## src/rtl/fetch_stall_ctrl_pkg.sv

```systemverilog
`default_nettype none
// ============================================================================
// Module      : fetch_stall_ctrl_pkg
// Description : Shared front-end pipeline definitions: fetch-control FSM
//               state encoding, control-bundle type and RUN-state rules.
// Revision    : 1.0 - initial release
// ============================================================================
package fetch_stall_ctrl_pkg;

  localparam int STALL_CNT_W = 32;

  // Fetch-control FSM state encoding (2 bits)
  typedef enum logic [1:0] {
    ST_RUN    = 2'd0,
    ST_IMISS  = 2'd1,
    ST_REPLAY = 2'd2
  } fetch_state_e;

  // Front-end hazard controls driven to the pipeline registers and PC
  typedef struct packed {
    logic pc_stall;
    logic if_id_stall;
    logic if_id_flush;
    logic id_ex_flush;
    logic redirect_replay;
  } fe_ctrl_t;

  // Priority-ordered hazard resolution used whenever the FSM is in RUN
  // (and on the cycle a miss ends with nothing pending).
  function automatic fe_ctrl_t run_rules(input logic dstall,
                                         input logic flush,
                                         input logic imiss,
                                         input logic load_use);
    fe_ctrl_t c;
    c = '0;
    if (dstall) begin
      c.pc_stall    = 1'b1;
      c.if_id_stall = 1'b1;
    end else if (flush) begin
      c.if_id_flush = 1'b1;
      c.id_ex_flush = 1'b1;
    end else if (imiss) begin
      c.pc_stall    = 1'b1;
      c.if_id_flush = 1'b1;
    end else if (load_use) begin
      c.pc_stall    = 1'b1;
      c.if_id_stall = 1'b1;
      c.id_ex_flush = 1'b1;
    end
    return c;
  endfunction

endpackage
`default_nettype wire

```

## src/rtl/fetch_stall_ctrl_stall_counter.sv

```systemverilog
`default_nettype none
// ============================================================================
// Module      : stall_counter
// Description : Saturating count of front-end stall cycles. Only built when
//               FETCH_STALL_CNT_EN is defined; otherwise the output is a
//               constant zero and no flops are present.
// Revision    : 1.0 - initial release
// ============================================================================
module stall_counter #(
  parameter int WIDTH = 32
) (
  input  logic             Clk,
  input  logic             Rst,
  input  logic             inc_i,
  output logic [WIDTH-1:0] count_o
);

`ifdef FETCH_STALL_CNT_EN
  logic [WIDTH-1:0] count_q;
  logic [WIDTH-1:0] count_d;

  // Increment on each stalled cycle, sticking at all-ones
  always_comb begin
    count_d = count_q;
    if (inc_i && (count_q != {WIDTH{1'b1}})) begin
      count_d = count_q + 1'b1;
    end
  end

  // Counter register, cleared by the asynchronous active-low reset
  always_ff @(posedge Clk or negedge Rst) begin
    if (!Rst) begin
      count_q <= '0;
    end else begin
      count_q <= count_d;
    end
  end

  assign count_o = count_q;
`else
  logic unused_ok;
  assign unused_ok = ^{Clk, Rst, inc_i};
  assign count_o   = '0;
`endif

endmodule
`default_nettype wire

```

## src/rtl/fetch_stall_ctrl.sv

```systemverilog
`default_nettype none
// ============================================================================
// Module      : fetch_stall_ctrl
// Description : Front-end stall/flush controller. Resolves data stalls,
//               branch redirects, I-cache misses and load-use hazards, and
//               replays a redirect that arrived while a miss was pending.
//               Optional stall-cycle counter enabled by FETCH_STALL_CNT_EN.
// Revision    : 1.0 - initial release
// ============================================================================
module fetch_stall_ctrl
  import fetch_stall_ctrl_pkg::*;
#(
  parameter int ADDR_W = 32
) (
  input  logic              Clk,
  input  logic              Rst,
  input  logic              Imiss,
  input  logic              DStall,
  input  logic              LoadUse,
  input  logic              FlushPipeandPC,
  input  logic [ADDR_W-1:0] JmpAddr,
  output logic              PCStall,
  output logic              IF_ID_Stall,
  output logic              IF_ID_Flush,
  output logic              ID_EX_Flush,
  output logic              RedirectReplay,
  output logic [ADDR_W-1:0] ReplayAddr,
  output logic [31:0]       StallCycles
);

  fetch_state_e      state_q, state_d;
  logic              pending_q, pending_d;
  logic [ADDR_W-1:0] addr_q, addr_d;
  fe_ctrl_t          ctrl;

  // Next-state, redirect capture and zero-latency control outputs
  always_comb begin
    ctrl      = '0;
    state_d   = state_q;
    pending_d = pending_q;
    addr_d    = addr_q;
    case (state_q)
      ST_RUN: begin
        ctrl = run_rules(DStall, FlushPipeandPC, Imiss, LoadUse);
        if (!DStall && !FlushPipeandPC && Imiss) begin
          state_d = ST_IMISS;
        end
      end
      ST_IMISS: begin
        if (DStall) begin
          // Whole front end frozen: no capture, no transition, stall beats flush
          ctrl.pc_stall    = 1'b1;
          ctrl.if_id_stall = 1'b1;
        end else begin
          if (FlushPipeandPC) begin
            // Latest redirect during the miss overwrites any earlier one
            addr_d           = JmpAddr;
            pending_d        = 1'b1;
            ctrl.id_ex_flush = 1'b1;
          end
          if (Imiss) begin
            ctrl.pc_stall    = 1'b1;
            ctrl.if_id_flush = 1'b1;
          end else if (pending_q || FlushPipeandPC) begin
            // Hold fetch for one more cycle; the PC is reloaded by the replay
            ctrl.pc_stall    = 1'b1;
            ctrl.if_id_flush = 1'b1;
            state_d          = ST_REPLAY;
          end else begin
            ctrl    = run_rules(1'b0, 1'b0, 1'b0, LoadUse);
            state_d = ST_RUN;
          end
        end
      end
      ST_REPLAY: begin
        ctrl.redirect_replay = 1'b1;
        if (DStall) begin
          ctrl.if_id_stall = 1'b1;
        end else begin
          ctrl.if_id_flush = 1'b1;
          pending_d        = 1'b0;
          state_d          = ST_RUN;
        end
      end
      default: begin
        state_d = ST_RUN;
      end
    endcase
  end

  // FSM state, pending flag and captured redirect target
  always_ff @(posedge Clk or negedge Rst) begin
    if (!Rst) begin
      state_q   <= ST_RUN;
      pending_q <= 1'b0;
      addr_q    <= '0;
    end else begin
      state_q   <= state_d;
      pending_q <= pending_d;
      addr_q    <= addr_d;
    end
  end

  assign PCStall        = ctrl.pc_stall;
  assign IF_ID_Stall    = ctrl.if_id_stall;
  assign IF_ID_Flush    = ctrl.if_id_flush;
  assign ID_EX_Flush    = ctrl.id_ex_flush;
  assign RedirectReplay = ctrl.redirect_replay;
  assign ReplayAddr     = addr_q;

  stall_counter #(
    .WIDTH (STALL_CNT_W)
  ) u_stall_counter (
    .Clk     (Clk),
    .Rst     (Rst),
    .inc_i   (ctrl.pc_stall),
    .count_o (StallCycles)
  );

endmodule
`default_nettype wire

```

## config.mk

```make
export PLATFORM = sky130hd
export DESIGN_NAME = fetch_stall_ctrl
export DESIGN_NICKNAME = d
export VERILOG_FILES = /design/src/rtl/fetch_stall_ctrl_pkg.sv /design/src/rtl/fetch_stall_ctrl_stall_counter.sv /design/src/rtl/fetch_stall_ctrl.sv
export SDC_FILE = /design/constraint.sdc
export NUM_CORES = 1
export LEC_CHECK = 0
export ABC_AREA = 0
export BUFFER_PORTS_ARGS = -buffer_cell sky130_fd_sc_hd__buf_4
export CORE_MARGIN = 1
export CORE_UTILIZATION = 34
export DETAILED_ROUTE_END_ITERATION = 10
export PLACE_DENSITY = 0.65
export SYNTH_ARGS = -nofsm -noshare
export SYNTH_HDL_FRONTEND = slang
export SYNTH_SLANG_ARGS = --single-unit
```

## constraint.sdc

```tcl
create_clock -name Clk -period 2 [get_ports Clk]
set_clock_uncertainty 0.05 [all_clocks]
set_input_delay 0.5 -clock Clk [delete_from_list [all_inputs] [get_ports Clk]]
set_output_delay 0.5 -clock Clk [all_outputs]
set_load 0.005 [all_outputs]
```

==> results.ini <==
[floorplanning]
core_sq_um = 5140
initial_core_util_pct = 35.4
die_area_sq_um = 5640
ioPinCount = 107
rows = 26
die_width_um = 75.1
die_height_um = 75.1

[pwr]
swShare_pct = 26.2
peakVddDrop_mv = 0.390
p_leak_nw = 1.23
power_density_nw_per_um2 = 1120
finalPower_w = 0.00272
switchingPower_w = 0.000713
p_seq_share_pct = 42.9
cell_internal_pwr_w = 0.00201
pwr-share-clk_pct = 18.7
power_frac_comb_pct = 38.5

[route]
drt_first_pass_iters = 4
via_per_inst = 4.24
wl_per_cell_um = 11.9
ant_nets = 0
routed_wl_um = 3310
first_iter_violations = 32
drc = 0
via_count = 1184

[critical_path]
worstSetupPathType = flop to output pin
rrSetupSlack_ns = 0.40
crit_fanout = 9
cp-start-kind = flop
cp_data_arrival_time_ns = 1.35
cpMaxStageDelayCell = dfrtp_2
cp.required_ns = 1.45
endpoint_kind = output pin
r2r_start = state_q[1]$_DFFE_PN0P_
worstRegToRegCells = 4
r2r-end = ReplayAddr[6]$_DFFE_PN0P_
path_cells = a2111oi_4 -> a211oi_1 -> buf_4
critical_path.max_stage_delay_ns = 0.48

[yosys]
synth.distinct_cells = 23
yosys.area.top_type = dfrtp_1
synth_edf_count = 0
synth_warnings = 0
synthTopCellsByArea = dfrtp_1 (48%), mux2_4 (24%), buf_4 (13%)
syn_avg_cell_area_sq_um = 13.9
ys.flop_type = dfrtp_1
synth_common_cells = dfrtp_1 (35), buf_4 (32), mux2_4 (29)
syn_area_sq_um = 1820
synth_top_area_share_pct = 48.2
ys_seq_area_share_pct = 48.2
netlist_instances = 131
synthArstFlopShare_pct = 100
ys_ff_latch = 35
post-synth-top-count-cell = dfrtp_1

[global_route]
grt_max_degree = 36
grt_use_total_pct = 11.9
first_global_vias = 1062
grt-ovfl-total = 0
grt_pass1_wl_um = 4970
antenna_found_initial = 0

[clock_network]
postCtsHoldBufs = 0
cts_setup_buffers = 0
cts_buffer_depth = 2
cts_buffers = 5
cts_root_buf = clkbuf_8
clkLatencyLatePin_ns = 0.28
clk_transition_reported_paths_ns = 0.07
cts.sinks = 35
htree_levels = 2
cts_tree = built

[layout]
n_fill_cell = 487
drive_gt1_share_pct = 57.9
fin_area_sq_um = 2420
fin_cells = 279
nets = 247
synthToLayoutAreaGrowth_pct = 33.0
antenna_cells = 0

[run_status]
status = complete, no violations

[worst_hold_path]
worstHoldPathType = input pin to async pin

[sta]
fmax_ghz = 0.527
report.final.setup_viol = 0
finalMaxSlewViolations = 0
post-route-min-period_ns = 1.90
rsz0062_at_grt = no
final.setup.tns_ns = 0
finalHoldViolCount = 0
post-route-period-util_pct = 94.9

[placement]
io_buffers = 74
placed_area_sq_um = 2310
dpl.hpwl_um = 2380
dp_cells = 272
gp_congestion = 0.698

[flow_run]
cap_violations = 0

[per-layer routing]
metal  global-route usage [%]  wire (um)  vias to the layer above
met5                        0          0                        -
met4                     5.24         31                        0
met3                     4.69        396                        4
met2                     18.1       1490                       73
met1                     15.1       1390                      569
li1                         -          -                      538
[timing repair]
action	CTS	global route
cloned	0	0
setup endpoints to repair	1	1
pin swaps	0	0
gates resized for setup	2	2
[cells by family after synthesis]
family	after synthesis	share of synthesized area [%]
buf+inv	40	18.1
flops	35	48.2
mux	32	25.8
compound gates	12	4.68
simple gates	11	3.03
other cells	1	0.206
[metrics by stage]
stage / util, % / setup slack, ns / hold WS (ns)
after global placement: 45.0 / 0.232 / 0.433
after floorplan: - / 0.487 / 0.154
after global routing: 47.1 / 0.0379 / 0.141
final: 47.1 / 0.102 / 0.116
after CTS: 46.8 / 0.0468 / 0.127
after detailed placement: 45.0 / 0.165 / 0.435
[critical path, delay by kind of cell (launching register included)]
family,cells,cell delay [ns]
DFF,1,0.48
buffers and inverters,1,0.15
AOI/OAI and AO/OA,2,0.43
[power groups by stage]
| stage | Clock [W] | Combinational [W] | Sequential [W] |
|---|---|---|---|
| finish | 0.000507 | 0.00105 | 0.00117 |
| global route | 0.000569 | 0.00114 | 0.00121 |
| CTS | 0.000534 | 0.00106 | 0.00116 |
| detailed placement | 0 | 0.00105 | 0.00116 |
| global placement | 0 | 0.00104 | 0.00116 |
| floorplan | 0 | 0.000530 | 0.00117 |
[sequential cells by signal (all words and copies together) (netlist names)]
signal,count
ReplayAddr,32
state_q,2
pending_q,1
[how the worst max path moves through the flow]
stage / startpoint / to / slack [ns]
2_1_floorplan: DStall / ReplayAddr[0]$_DFFE_PN0P_ / 0.49
3_3_place_gp: FlushPipeandPC / IF_ID_Flush / 0.23
3_5_place_dp: FlushPipeandPC / IF_ID_Flush / 0.16
4_1_cts: state_q[1]$_DFFE_PN0P_ / IF_ID_Flush / 0.05
5_1_grt: state_q[1]$_DFFE_PN0P_ / IF_ID_Flush / 0.04
6_report: state_q[1]$_DFFE_PN0P_ / IF_ID_Flush / 0.10
[layout make-up]
cell class / instances / area (sq um) / area share (%)
well taps: 70 / 87.6 / 3.62
multi-input cells: 87 / 748 / 30.9
clock buffers: 6 / 82.6 / 3.41
inverters: 2 / 7.51 / 0.310
repair buffers: 78 / 611 / 25.2
flip-flops and latches: 35 / 877 / 36.3
clock inverters: 1 / 5.00 / 0.207
[layout by cell type, fill, tap and decap left out]
master / instances
clkbuf_8: 6
a211oi_1: 2
clkinv_2: 1
mux2_4: 29
a31oi_1: 3
nor2b_1: 1
and3_4: 1
nor2_1: 5
o21ai_0: 1
buf_4: 76
nand2_1: 2
mux2_2: 3
buf_12: 2
a2111oi_4: 1
inv_1: 2
nor3_1: 1
a21oi_1: 1
o21bai_1: 1
dfrtp_1: 34
conb_1: 32
dfrtp_2: 1
nor2_2: 1
a32o_1: 1
a21o_1: 2
Note: power is estimated with default switching activity, not from simulation.
